===== config.mk =====
export PLATFORM = sky130hd
export DESIGN_NAME = cic_rate_ctrl_flat
export DESIGN_NICKNAME = d
export VERILOG_FILES = /design/src/rtl/cic_rate_ctrl_if.sv /design/src/rtl/cic_rate_ctrl.sv /design/src/flat_wrapper.sv
export SDC_FILE = /design/constraint.sdc
export NUM_CORES = 1
export LEC_CHECK = 0
export ABC_AREA = 1
export CAP_MARGIN = 20
export CORE_MARGIN = 2
export CORE_UTILIZATION = 48
export DETAILED_ROUTE_END_ITERATION = 8
export GPL_TIMING_DRIVEN = 1
export PLACE_DENSITY = 0.93
export RECOVER_POWER = 50
export SETUP_SLACK_MARGIN = 0.05
export SYNTH_ARGS = -nofsm -noshare
export SYNTH_HDL_FRONTEND = slang
export SYNTH_SLANG_ARGS = --single-unit

===== constraint.sdc =====
create_clock -name clk -period 2.71 [get_ports clk]
set_input_delay 0.813 -clock clk [delete_from_list [all_inputs] [get_ports clk]]
set_output_delay 0.813 -clock clk [all_outputs]
set_load 0.05 [all_outputs]

===== src/rtl/cic_rate_ctrl_if.sv =====
// cic_rate_ctrl_if: rate request, rate apply and sample streams around a variable-rate CIC decimator.
interface cic_rate_ctrl_if #(
    parameter int RATE_DW = 32,
    parameter int DATA_DW = 32
);
    logic [RATE_DW-1:0] s_axis_rate_tdata;
    logic               s_axis_rate_tvalid;
    logic               s_axis_rate_tready;
    logic [RATE_DW-1:0] m_axis_rate_tdata;
    logic               m_axis_rate_tvalid;
    logic [DATA_DW-1:0] cic_tdata;
    logic               cic_tvalid;
    logic [DATA_DW-1:0] m_axis_out_tdata;
    logic               m_axis_out_tvalid;
    modport master (
        output s_axis_rate_tdata, s_axis_rate_tvalid, cic_tdata, cic_tvalid,
        input  s_axis_rate_tready, m_axis_rate_tdata, m_axis_rate_tvalid, m_axis_out_tdata, m_axis_out_tvalid
    );
    modport slave (
        input  s_axis_rate_tdata, s_axis_rate_tvalid, cic_tdata, cic_tvalid,
        output s_axis_rate_tready, m_axis_rate_tdata, m_axis_rate_tvalid, m_axis_out_tdata, m_axis_out_tvalid
    );
endinterface


===== src/rtl/cic_rate_ctrl.sv =====
// cic_rate_ctrl: validates run-time rate requests, applies them at output-sample boundaries and blanks samples while the comb chain settles.
module cic_rate_ctrl #(
    parameter int RATE_DW        = 32,
    parameter int DATA_DW        = 32,
    parameter int CIC_R          = 10,
    parameter int SETTLE_SAMPLES = 7,
    parameter int TIMEOUT_CYC    = 1024,
    parameter int GATE_UNTIL_CFG = 1
) (
    input  logic               clk,
    input  logic               reset_n,
    cic_rate_ctrl_if.slave     bus,
    output logic [RATE_DW-1:0] current_rate,
    output logic               busy,
    output logic               rate_err
);
    localparam logic [1:0] IDLE = 2'd0, WAIT_BND = 2'd1, APPLY = 2'd2, SETTLE = 2'd3;
    localparam int CMAX = TIMEOUT_CYC > SETTLE_SAMPLES ? TIMEOUT_CYC : SETTLE_SAMPLES;
    localparam int CW = $clog2(CMAX + 1);
    logic [1:0]    state, nxt;
    logic [CW-1:0] tcnt, scnt;
    logic          cfg_done, req, legal, suppress, settle_go;
    always_comb begin
        req       = bus.s_axis_rate_tvalid && bus.s_axis_rate_tready;
        legal     = bus.s_axis_rate_tdata != '0 && bus.s_axis_rate_tdata <= RATE_DW'(CIC_R);
        suppress  = state == APPLY || state == SETTLE || (GATE_UNTIL_CFG != 0 && !cfg_done);
        // a sample landing in the APPLY cycle already counts toward settling
        settle_go = SETTLE_SAMPLES > (bus.cic_tvalid ? 1 : 0);
        nxt = state == IDLE     ? (req && legal ? (cfg_done ? WAIT_BND : APPLY) : IDLE)
            : state == WAIT_BND ? (bus.cic_tvalid || tcnt == CW'(TIMEOUT_CYC - 1) ? APPLY : WAIT_BND)
            : state == APPLY    ? (settle_go ? SETTLE : IDLE)
            :                     (bus.cic_tvalid && scnt == CW'(1) ? IDLE : SETTLE);
    end
    always_ff @(posedge clk) begin
        if (!reset_n) begin
            state                  <= IDLE;
            tcnt                   <= '0;
            scnt                   <= '0;
            cfg_done               <= 1'b0;
            current_rate           <= '0;
            rate_err               <= 1'b0;
            bus.s_axis_rate_tready <= 1'b0;
            bus.m_axis_rate_tvalid <= 1'b0;
            bus.m_axis_rate_tdata  <= '0;
            bus.m_axis_out_tvalid  <= 1'b0;
            bus.m_axis_out_tdata   <= '0;
        end else begin
            state                  <= nxt;
            bus.s_axis_rate_tready <= nxt == IDLE;
            bus.m_axis_rate_tvalid <= nxt == APPLY;
            rate_err               <= req && !legal;
            tcnt                   <= state == WAIT_BND ? tcnt + 1'b1 : '0;
            scnt <= state == APPLY ? (settle_go ? CW'(SETTLE_SAMPLES - (bus.cic_tvalid ? 1 : 0)) : '0)
                  : state == SETTLE && bus.cic_tvalid ? scnt - 1'b1 : scnt;
            if (req && legal) bus.m_axis_rate_tdata <= bus.s_axis_rate_tdata;
            if (state == APPLY) begin
                current_rate <= bus.m_axis_rate_tdata;
                cfg_done     <= 1'b1;
            end
            if (bus.cic_tvalid) bus.m_axis_out_tdata <= DATA_DW'(bus.cic_tdata);
            bus.m_axis_out_tvalid <= bus.cic_tvalid && !suppress;
        end
    end
    assign busy = state != IDLE;
endmodule

===== src/flat_wrapper.sv =====
// flat-port wrapper written by rule: the top's interface ports become plain ports
module cic_rate_ctrl_flat 
#(
    parameter int RATE_DW        = 32,
    parameter int DATA_DW        = 32,
    parameter int CIC_R          = 10,
    parameter int SETTLE_SAMPLES = 7,
    parameter int TIMEOUT_CYC    = 1024,
    parameter int GATE_UNTIL_CFG = 1
)
  (clk, reset_n, current_rate, busy, rate_err, bus_s_axis_rate_tdata, bus_s_axis_rate_tvalid, bus_cic_tdata, bus_cic_tvalid, bus_s_axis_rate_tready, bus_m_axis_rate_tdata, bus_m_axis_rate_tvalid, bus_m_axis_out_tdata, bus_m_axis_out_tvalid);
  cic_rate_ctrl_if #(.RATE_DW(RATE_DW), .DATA_DW(DATA_DW)) bus_i ();
  input  logic clk;
  input  logic reset_n;
  output logic [RATE_DW-1:0] current_rate;
  output logic busy;
  output logic rate_err;
  input wire logic [$bits(bus_i.s_axis_rate_tdata)-1:0] bus_s_axis_rate_tdata;
  input wire logic [$bits(bus_i.s_axis_rate_tvalid)-1:0] bus_s_axis_rate_tvalid;
  input wire logic [$bits(bus_i.cic_tdata)-1:0] bus_cic_tdata;
  input wire logic [$bits(bus_i.cic_tvalid)-1:0] bus_cic_tvalid;
  output wire logic [$bits(bus_i.s_axis_rate_tready)-1:0] bus_s_axis_rate_tready;
  output wire logic [$bits(bus_i.m_axis_rate_tdata)-1:0] bus_m_axis_rate_tdata;
  output wire logic [$bits(bus_i.m_axis_rate_tvalid)-1:0] bus_m_axis_rate_tvalid;
  output wire logic [$bits(bus_i.m_axis_out_tdata)-1:0] bus_m_axis_out_tdata;
  output wire logic [$bits(bus_i.m_axis_out_tvalid)-1:0] bus_m_axis_out_tvalid;
  assign bus_i.s_axis_rate_tdata = bus_s_axis_rate_tdata;
  assign bus_i.s_axis_rate_tvalid = bus_s_axis_rate_tvalid;
  assign bus_i.cic_tdata = bus_cic_tdata;
  assign bus_i.cic_tvalid = bus_cic_tvalid;
  assign bus_s_axis_rate_tready = bus_i.s_axis_rate_tready;
  assign bus_m_axis_rate_tdata = bus_i.m_axis_rate_tdata;
  assign bus_m_axis_rate_tvalid = bus_i.m_axis_rate_tvalid;
  assign bus_m_axis_out_tdata = bus_i.m_axis_out_tdata;
  assign bus_m_axis_out_tvalid = bus_i.m_axis_out_tvalid;
  cic_rate_ctrl #(.RATE_DW(RATE_DW), .DATA_DW(DATA_DW), .CIC_R(CIC_R), .SETTLE_SAMPLES(SETTLE_SAMPLES), .TIMEOUT_CYC(TIMEOUT_CYC), .GATE_UNTIL_CFG(GATE_UNTIL_CFG)) u_core (.clk(clk), .reset_n(reset_n), .bus(bus_i), .current_rate(current_rate), .busy(busy), .rate_err(rate_err));
endmodule

Word level (Yosys, flattened, before mapping)
Index checks and enable logic that the tools add are counted.

word-level totals
  latch bits = 0
  word-level logic and storage cells = 53
  register bits after elaboration = 125
  RAM bits = 0
  output and inout bits = 101
  ROM bits = 0
  bits of input ports = 68
  memories = 0

operators by class
  bitwise gates (word level) = 0
  multiplexer cells = 12
  add/subtract/negate cells = 3
  multiply operators = 0
  eq/ne operators = 6
  order comparisons = 2
  shift-type cells = 0
  reduce and logical (&&, ||, !) cells = 19
  divide/modulo/power cells = 0

operator list
  cell                   count
  $mux 11                3
  $gt 4x32->1 const A    1
  $le 32x4->1 const B    1
  $reduce_bool 32->1     1
  $mux 2                 8
  $add 11x1->11 const B  1
  $eq 11x1->1 const B    1
  $eq 11x10->1 const B   1
  $sub 11x1->11 const B  1
  $sub 4x11->11 const A  1
  $logic_and 1x1->1      7
  $eq 2x2->1 const B     3
  $logic_not 2->1        2
  $reduce_bool 2->1      2
  $logic_not 1->1        3
  $logic_or 1x1->1       3
  $eq 2x1->1 const B     1
  $reduce_and 2->1       1
  $mux 1                 1

Logic depth before layout (Yosys ltp)
Gate-level depths: netlist of run 1.

  word-level depth = 7
  depth in mapped cells = 11
  mapped depth without buffers = 11

Worst setup path after synthesis of run 1
Ideal clock, no wire load.

  kind = input -> register
  start point = input bus_s_axis_rate_tdata[20]
  end point = register u_core.bus.m_axis_rate_tdata[10]
  stages on the path = 10
  arrival = 1.724 ns
  path buffers = 2
  slack = 0.874 ns
  setup time = 0.113 ns
  cell sequence = nor2_1 > nand2_1 > nor2_1 > nand2_1 > nor2_1 > nand3_1 > buf_2 > buf_2 > nand3_1 > inv_1

between the ends
  word-level cells in the longest chain between the ends = 3

RTL lines
  element                                            RTL line                RTL
  start, declared                                    flat_wrapper.sv:18      input wire logic [$bits(bus_i.s_axis_rate_tdata)-1:0] bus_s_axis_rate_tdata;
  $le 32x4->1 or $reduce_bool 32->1 (tied branches)  cic_rate_ctrl.sv:25     legal = bus.s_axis_rate_tdata != '0 && bus.s_axis_rate_tdata <= RATE_DW'(CIC_R);
  $logic_and 1x1->1 (*)                              cic_rate_ctrl.sv:25
  $logic_and 1x1->1 (*)                              cic_rate_ctrl.sv:55     if (req && legal) bus.m_axis_rate_tdata <= bus.s_axis_rate_tdata;
  end signal, assigned                               cic_rate_ctrl.sv:55
  end, declared                                      cic_rate_ctrl_if.sv:21  output s_axis_rate_tready, m_axis_rate_tdata, m_axis_rate_tvalid, m_axis_out_tdata, m_axis_out_tvalid

Every way passes the cells marked *; elsewhere a longest branch is shown, timed or not.
A chain may end at the register's enable or synchronous reset.

Worst setup path after layout of run 1
  start point = register u_core.bus.m_axis_rate_tdata[31]
  end point = output bus_m_axis_rate_tdata[31]

RTL lines
  element        RTL line            RTL
  end, declared  flat_wrapper.sv:23  output wire logic [$bits(bus_i.m_axis_rate_tdata)-1:0] bus_m_axis_rate_tdata;

No word-level cell between the ends.

==> results of run 1 <==
-- area by class of cell --
cell class	count	area share, %
flip-flops and latches	125	35.5
multi-input cells	401	25.5
repair buffers	173	24.2
clock buffers	19	6.27
inverters	60	3.20
clock inverters	12	2.96
well taps	129	2.29
-- stage by stage --
stage	util (%)	cells	cell area, sq um	power [mW]
detailed placement	68.8	888	6420	2.32
finish	75.6	919	7050	4.76
global route	75.6	919	7050	4.89
CTS	75.8	919	7070	4.78
floorplan	-	615	4670	2.13
global placement	68.8	888	6420	2.31
-- Yosys cell counts, types with 2 or more instances --
master	number	area, sq um
clkbuf_1	21	78.8
nor2_1	187	702
ha_1	3	37.5
and2_1	2	12.5
nand2_1	43	161
dfxtp_1	125	2500
nor3_1	5	25.0
o21ai_1	3	15.0
inv_1	56	210
buf_1	4	15.0
nor2_2	4	25.0
nand3_1	41	205
nand4_1	8	50.1
inv_2	3	11.3
xnor2_1	2	17.5
buf_2	3	15.0
a21oi_1	17	85.1
o21ai_0	72	360
-- routing by layer --
layer	part of all wire, %	track usage, %	up-vias
met5	0	0	-
met4	5.0	16.6	0
met3	7.4	9.42	64
met2	51	50.2	254
met1	36	29.8	2221
li1	-	-	2289
-- report_power, final --
group | switching [mW] | total (mW) | leakage, nW | internal [mW]
Combinational | 0.228 | 0.393 | 1.82 | 0.165
Sequential | 0.0165 | 1.89 | 1.02 | 1.87
Clock | 0.842 | 2.48 | 0.311 | 1.64
Total | 1.09 | 4.76 | 3.15 | 3.68
-- cells by family after synthesis --
group                      Yosys count  synth area share (%)
AOI/OAI and AO/OA                   97                  10.7
xor gates and xnor gates             3                 0.563
adders and majority gates            3                 0.805
buffers and inverters               89                  7.40
DFF                                125                  53.6
and+or+nand+nor                    298                  26.9
-- cell usage in the layout, fill, tap and decap left out, drive strengths merged, types with 2 or more instances in the layout --
cell / netlist / final
nand4: 8 / 8
clkinvlp: 0 / 2
inv: 59 / 60
nor3: 6 / 6
and2: 2 / 2
dfxtp: 125 / 125
clkbuf: 21 / 21
o21ai: 75 / 75
dlygate4sd3: 0 / 2
clkinv: 1 / 5
xnor2: 2 / 2
buf: 8 / 4
a21oi: 17 / 17
nand2: 44 / 44
ha: 3 / 3
bufinv: 0 / 5
clkdlybuf4s50: 0 / 164
nor2: 193 / 193
nand3: 41 / 41
-- what timing repair did --
item / 4_1_cts / 5_1_grt
gates resized for setup: 1 / 0
endpoints found under the setup margin: 1 / 0
setup buffers: 0 / 0
-- worst paths after layout --
| check | to | slack [ns] | cells past startpoint |
|---|---|---|---|
| setup / recovery | bus_m_axis_rate_tdata[31] | 0.14 | 1 |
| hold / removal | u_core.tcnt[9]$_SDFF_PN0_ | 0.45 | 2 |
| setup reg to reg | u_core.current_rate[0]$_SDFFE_PN0P_ | 0.57 | 5 |
| hold reg to reg | u_core.tcnt[9]$_SDFF_PN0_ | 0.45 | 2 |
-- registers in the layout, summed over array words and instances, names as in the netlist --
name / count
u_core.scnt: 11
u_core.bus.m_axis_out_tvalid: 1
u_core.bus.m_axis_rate_tvalid: 1
u_core.bus.m_axis_rate_tdata: 32
u_core.bus.m_axis_out_tdata: 32
u_core.state: 2
u_core.rate_err: 1
u_core.current_rate: 32
u_core.tcnt: 11
u_core.bus.s_axis_rate_tready: 1
u_core.cfg_done: 1
==> flow_summary.ini, run 1 <==
[layout]
syn2layout_area_growth_pct = 51.1
antenna_cells = 0
seq_area_sq_mm = 0.00250
drive_gt1_share_pct = 5.06
nFillCells = 606
nets = 849
multiInputGateArea_sq_mm = 0.00180

[clock_network]
clk_latency_ns = 0.53
cts-root-buf = clkbuf_8
cts.path.max_buffers = 2
clkTransAtPathRegs_ns = 0.06
cts_made_buffers = 17
htree_levels = 4
cts_tree = built
hold_buffers = 0
cts.sinks = 125

[drt]
avgViaCountPerCell = 5.25
drc = 0
dr.first_iter.drc_count = 355
routed_wl_um = 14300
antenna_left = 0
num_vias = 4828
first_pass_iters = 5
post_drt_wl_per_cell_um = 15.5

[die]
row_count = 35
dieArea_sq_mm = 0.0105
start_util_pct = 50.0
die_h_um = 103
ios = 169
die_w_um = 103
coreArea_sq_mm = 0.00933

[sta]
whs_ns = 0.449
worstMarginPinSlew_ns = 1.14
slew_viol_final = 0
setup_ws_ns = 0.141
hold_viol = 0
clock_skew_ns = 0.0104
rsz0062_at_grt = no
min_period_over_period_pct = 94.8
max_freq_ghz = 0.389
setup_violations = 0
slew_headroom_pct = 23.6
fin_crit_ns = 2.57
tns_ns = 0

[placement]
port_buffers = 168
post-place-ws_ns = 0.239
post-dp-hpwl_um = 9330
gp_congestion = 0.843

[pwr]
p_leak_nw = 3.15
ir_worst_vdd_uv = 418
powerDensity_mw_per_mm2 = 676

[outcome]
status = completed

[critical_path]
cp-end-kind = output port
crit_family = buffers and inverters
setup.worst_path.start = u_core.bus.m_axis_rate_tdata[31]$_SDFFE_PN0N_
worstPathBufferInverterCount = 1
crit_fanout = 3
crit_required_ns = 1.90
slowest_delay_ns = 0.86
r2r_start = u_core.state[1]$_SDFF_PN0_
crit_slowest_cell = clkdlybuf4s50_1
path_class = flip-flop to output port
crit_path_cell_trace = clkdlybuf4s50_1
critPathLaunchType = flip-flop
arrival_ns = 1.76

[global_routing]
grt_pass1_wl_um = 23100
track_usage_pct = 28.6
grt_pass1_vias = 4946
grt_start_max_net_pins = 101
antenna_found_initial = 0
overflow = 0

[yosys]
ys.flop_type = dfxtp_1
ys_ff_latch = 125
synth.distinct_cells = 34
async_reset_ff_share_pct = 0
syn_avg_cell_area_sq_um = 7.59
synth_nets = 686
syn_inst = 615
yosysWarnings = 0
syn_area_sq_mm = 0.00467
synth_edf_count = 0
synth-seq-area-share_pct = 53.6

[run]
maxCapViolCount = 0

[min_path]
min_from = u_core.tcnt[9]$_SDFF_PN0_
hold_class = flip-flop to flip-flop
Note: power is estimated with default switching activity, not from simulation.
==> run 2: changes to the inputs <==
ABC_AREA = not set   (was 1)
CAP_MARGIN = not set   (was 20)
CORE_UTILIZATION = 47   (was 48)
PLACE_DENSITY = not set   (was 0.93)
PLACE_DENSITY_LB_ADDON = 0.05   (was not set)
==> run 2 against run 1 <==
Sequential power about the same. Maximum frequency grew 0.41%. Die area decreased by 1.2%. Critical path depth is 7 higher. Largest cell class unchanged. Non-clock buffer count up 4. Via count shrank 18%. Sequential share of layout area grew 0.62 points. Highest routed layer unchanged. Area after synthesis decreased by 3.3%.
==> flow_summary.ini, run 2 <==
[yosys]
syn_area_sq_mm = 0.00451
synth_nets = 555
synth_edf_count = 0
synth_commonest_cells = dfxtp_1, nand2_1, nor2_1
syn_inst = 484
ys_ff_latch = 125
synth-seq-area-share_pct = 55.4
yosysWarnings = 0
syn_avg_cell_area_sq_um = 9.32
synth.distinct_cells = 44
ys.flop_type = dfxtp_1
synth.top_cells.by_area = dfxtp_1, mux2i_1, nand2_1
synth.most_common_cell = dfxtp_1
yosysTopAreaCell = dfxtp_1
async_reset_ff_share_pct = 0
synth_top_area_share_pct = 55.4

[drt]
avgViaCountPerCell = 4.96
dr.first_iter.drc_count = 124
post_drt_wl_per_cell_um = 14.6
first_pass_iters = 4
drc = 0
num_vias = 3957
antenna_left = 0
routed_wl_um = 11600

[die]
die_h_um = 102
ios = 169
coreArea_sq_mm = 0.00928
dieArea_sq_mm = 0.0104
die_w_um = 102
start_util_pct = 48.6
row_count = 35

[sta]
tns_ns = 0
hold_viol = 0
max_freq_ghz = 0.391
clock_skew_ns = 0.00649
setup_violations = 0
slew_headroom_pct = 23.4
rsz0062_at_grt = no
min_period_over_period_pct = 94.4
slew_viol_final = 0
fin_crit_ns = 2.56
worstMarginPinSlew_ns = 1.15

[global_routing]
overflow = 0
grt_pass1_vias = 3984
antenna_found_initial = 0
track_usage_pct = 24.1
grt_start_max_net_pins = 52
grt_pass1_wl_um = 19300

[clock_network]
clkTransAtPathRegs_ns = 0.05
cts_resized = 0
cts.path.max_buffers = 2
cts_made_buffers = 17
cts.sinks = 125
htree_levels = 4
clk_latency_ns = 0.52
cts_setup_buffers = 0
cts_tree = built
cts-root-buf = clkbuf_8
hold_buffers = 0

[pwr]
total_power_mw = 4.66
ir_worst_vdd_uv = 536
powerDensity_mw_per_mm2 = 672
p_leak_nw = 2.64

[layout]
syn2layout_area_growth_pct = 53.5
final_cell_mix = clkdlybuf4s50_1, dfxtp_1, nand2_1
fin_area_sq_mm = 0.00693
antenna_cells = 0
nets = 726
nFillCells = 698
final_core_util_pct = 74.6
top_regs = u_core.bus.m_axis_out_tdata (32), u_core.bus.m_axis_rate_tdata (32), u_core.current_rate (32)
layout_commonest_cell = clkdlybuf4s50_1
drive_gt1_share_pct = 6.74

[min_path]
whs_path_depth = 2
hold_class = flip-flop to flip-flop
min_from = u_core.current_rate[29]$_SDFFE_PN0P_
whs_endpoint = u_core.current_rate[29]$_SDFFE_PN0P_

[critical_path]
critPathLaunchType = primary input
crit_fanout = 29
path_class = primary input to flip-flop
r2r_start = u_core.scnt[6]$_SDFFE_PN0P_
ff2ff_path_depth = 5
rr_endpoint = u_core.bus.s_axis_rate_tready$_SDFF_PN0_
cp-end-kind = flip-flop
crit_required_ns = 3.10
arrival_ns = 2.95
reg2reg_slack_ns = 0.66

[placement]
post-dp-hpwl_um = 8300
gp_congestion = 0.777
dpl_cell_area_sq_mm = 0.00632
port_buffers = 168

[outcome]
status = completed

[run]
maxCapViolCount = 0
-- run 2: cell types whose count changed in the layout (fill, tap and decap cells not counted), sizes merged, moves of 8 or more --
cell / previous run / this run
a21oi: 17 / 44
nor2: 193 / 59
mux2i: 0 / 36
o21ai: 75 / 6
inv: 60 / 5
nand2: 44 / 76
nand3: 41 / 9
nand4: 8 / 0
and2: 2 / 31
-- run 2: layout make-up --
class / instances / area (sq um) / area share [%]
clock inverter: 10 / 159 / 2.29
tap: 129 / 161 / 2.33
multi-input combinational: 329 / 1870 / 27.0
clock buffer: 22 / 483 / 6.97
inverter: 5 / 18.8 / 0.271
sequential: 125 / 2500 / 36.1
timing repair buffer: 177 / 1740 / 25.1
-- run 2: worst max-delay path by stage --
| stage | start | to | slack (ns) | cells after the start |
|---|---|---|---|---|
| final | bus_s_axis_rate_tdata[12] | u_core.bus.s_axis_rate_tready$_SDFF_PN0_ | 0.15 | 8 |
| after CTS | u_core.bus.m_axis_rate_tdata[3]$_SDFFE_PN0N_ | bus_m_axis_rate_tdata[3] | 0.12 | 1 |
| after global placement | bus_s_axis_rate_tdata[12] | u_core.bus.m_axis_rate_tvalid$_SDFF_PN0_ | -0.19 | 8 |
| after detailed placement | bus_s_axis_rate_tdata[12] | u_core.bus.s_axis_rate_tready$_SDFF_PN0_ | -0.21 | 8 |
| after global routing | bus_s_axis_rate_tdata[12] | u_core.bus.s_axis_rate_tready$_SDFF_PN0_ | 0.07 | 8 |
| after floorplan | bus_s_axis_rate_tdata[12] | u_core.bus.m_axis_rate_tdata[10]$_SDFFE_PN0N_ | 0.34 | 6 |
-- run 2: layer usage --
metal  vias to the layer above  share of wire, %  track usage [%]  routed length (um)
li1                       1958                 -                -                   -
met2                       102                49             38.7                5650
met3                        23               7.6             11.1                 890
met5                         -                 0                0                   0
met4                         0               1.9             9.23                 216
met1                      1874                42             28.3                4890
-- run 2: cell families (layout without fill, tap and decap cells) --
| logic type | Yosys count | after routing | share of synthesized area, % |
|---|---|---|---|
| AOI/OAI and AO/OA | 63 | 63 | 7.76 |
| xor gates and xnor gates | 11 | 11 | 2.13 |
| adders and majority gates | 3 | 3 | 0.832 |
| buffers and inverters | 30 | 214 | 2.99 |
| DFF | 125 | 125 | 55.4 |
| muxes | 36 | 36 | 7.98 |
| and+or+nand+nor | 216 | 216 | 22.8 |
-- run 2: through the flow --
stage | hold WS (ns) | std cells | setup WS (ns)
detailed placement | 0.445 | 765 | -0.206
finish | 0.453 | 797 | 0.151
global route | 0.473 | 797 | 0.0736
global placement | 0.441 | 765 | -0.193
CTS | 0.453 | 797 | 0.125
floorplan | 0.430 | 484 | 0.342
-- run 2: report_power, final --
part | leakage, nW | internal (mW) | switching (mW)
Sequential | 1.01 | 1.87 | 0.0156
Combinational | 1.32 | 0.168 | 0.196
Clock | 0.313 | 1.61 | 0.795
-- run 2: worst max-delay path, stage by stage --
cell and delay [ns]:
clkdlybuf4s50_1 0.40, or4_4 0.52, nor4_1 0.44, buf_4 0.19, a41oi_1 0.11, clkbuf_4 0.26
nand2b_1 0.13, a21boi_1 0.07
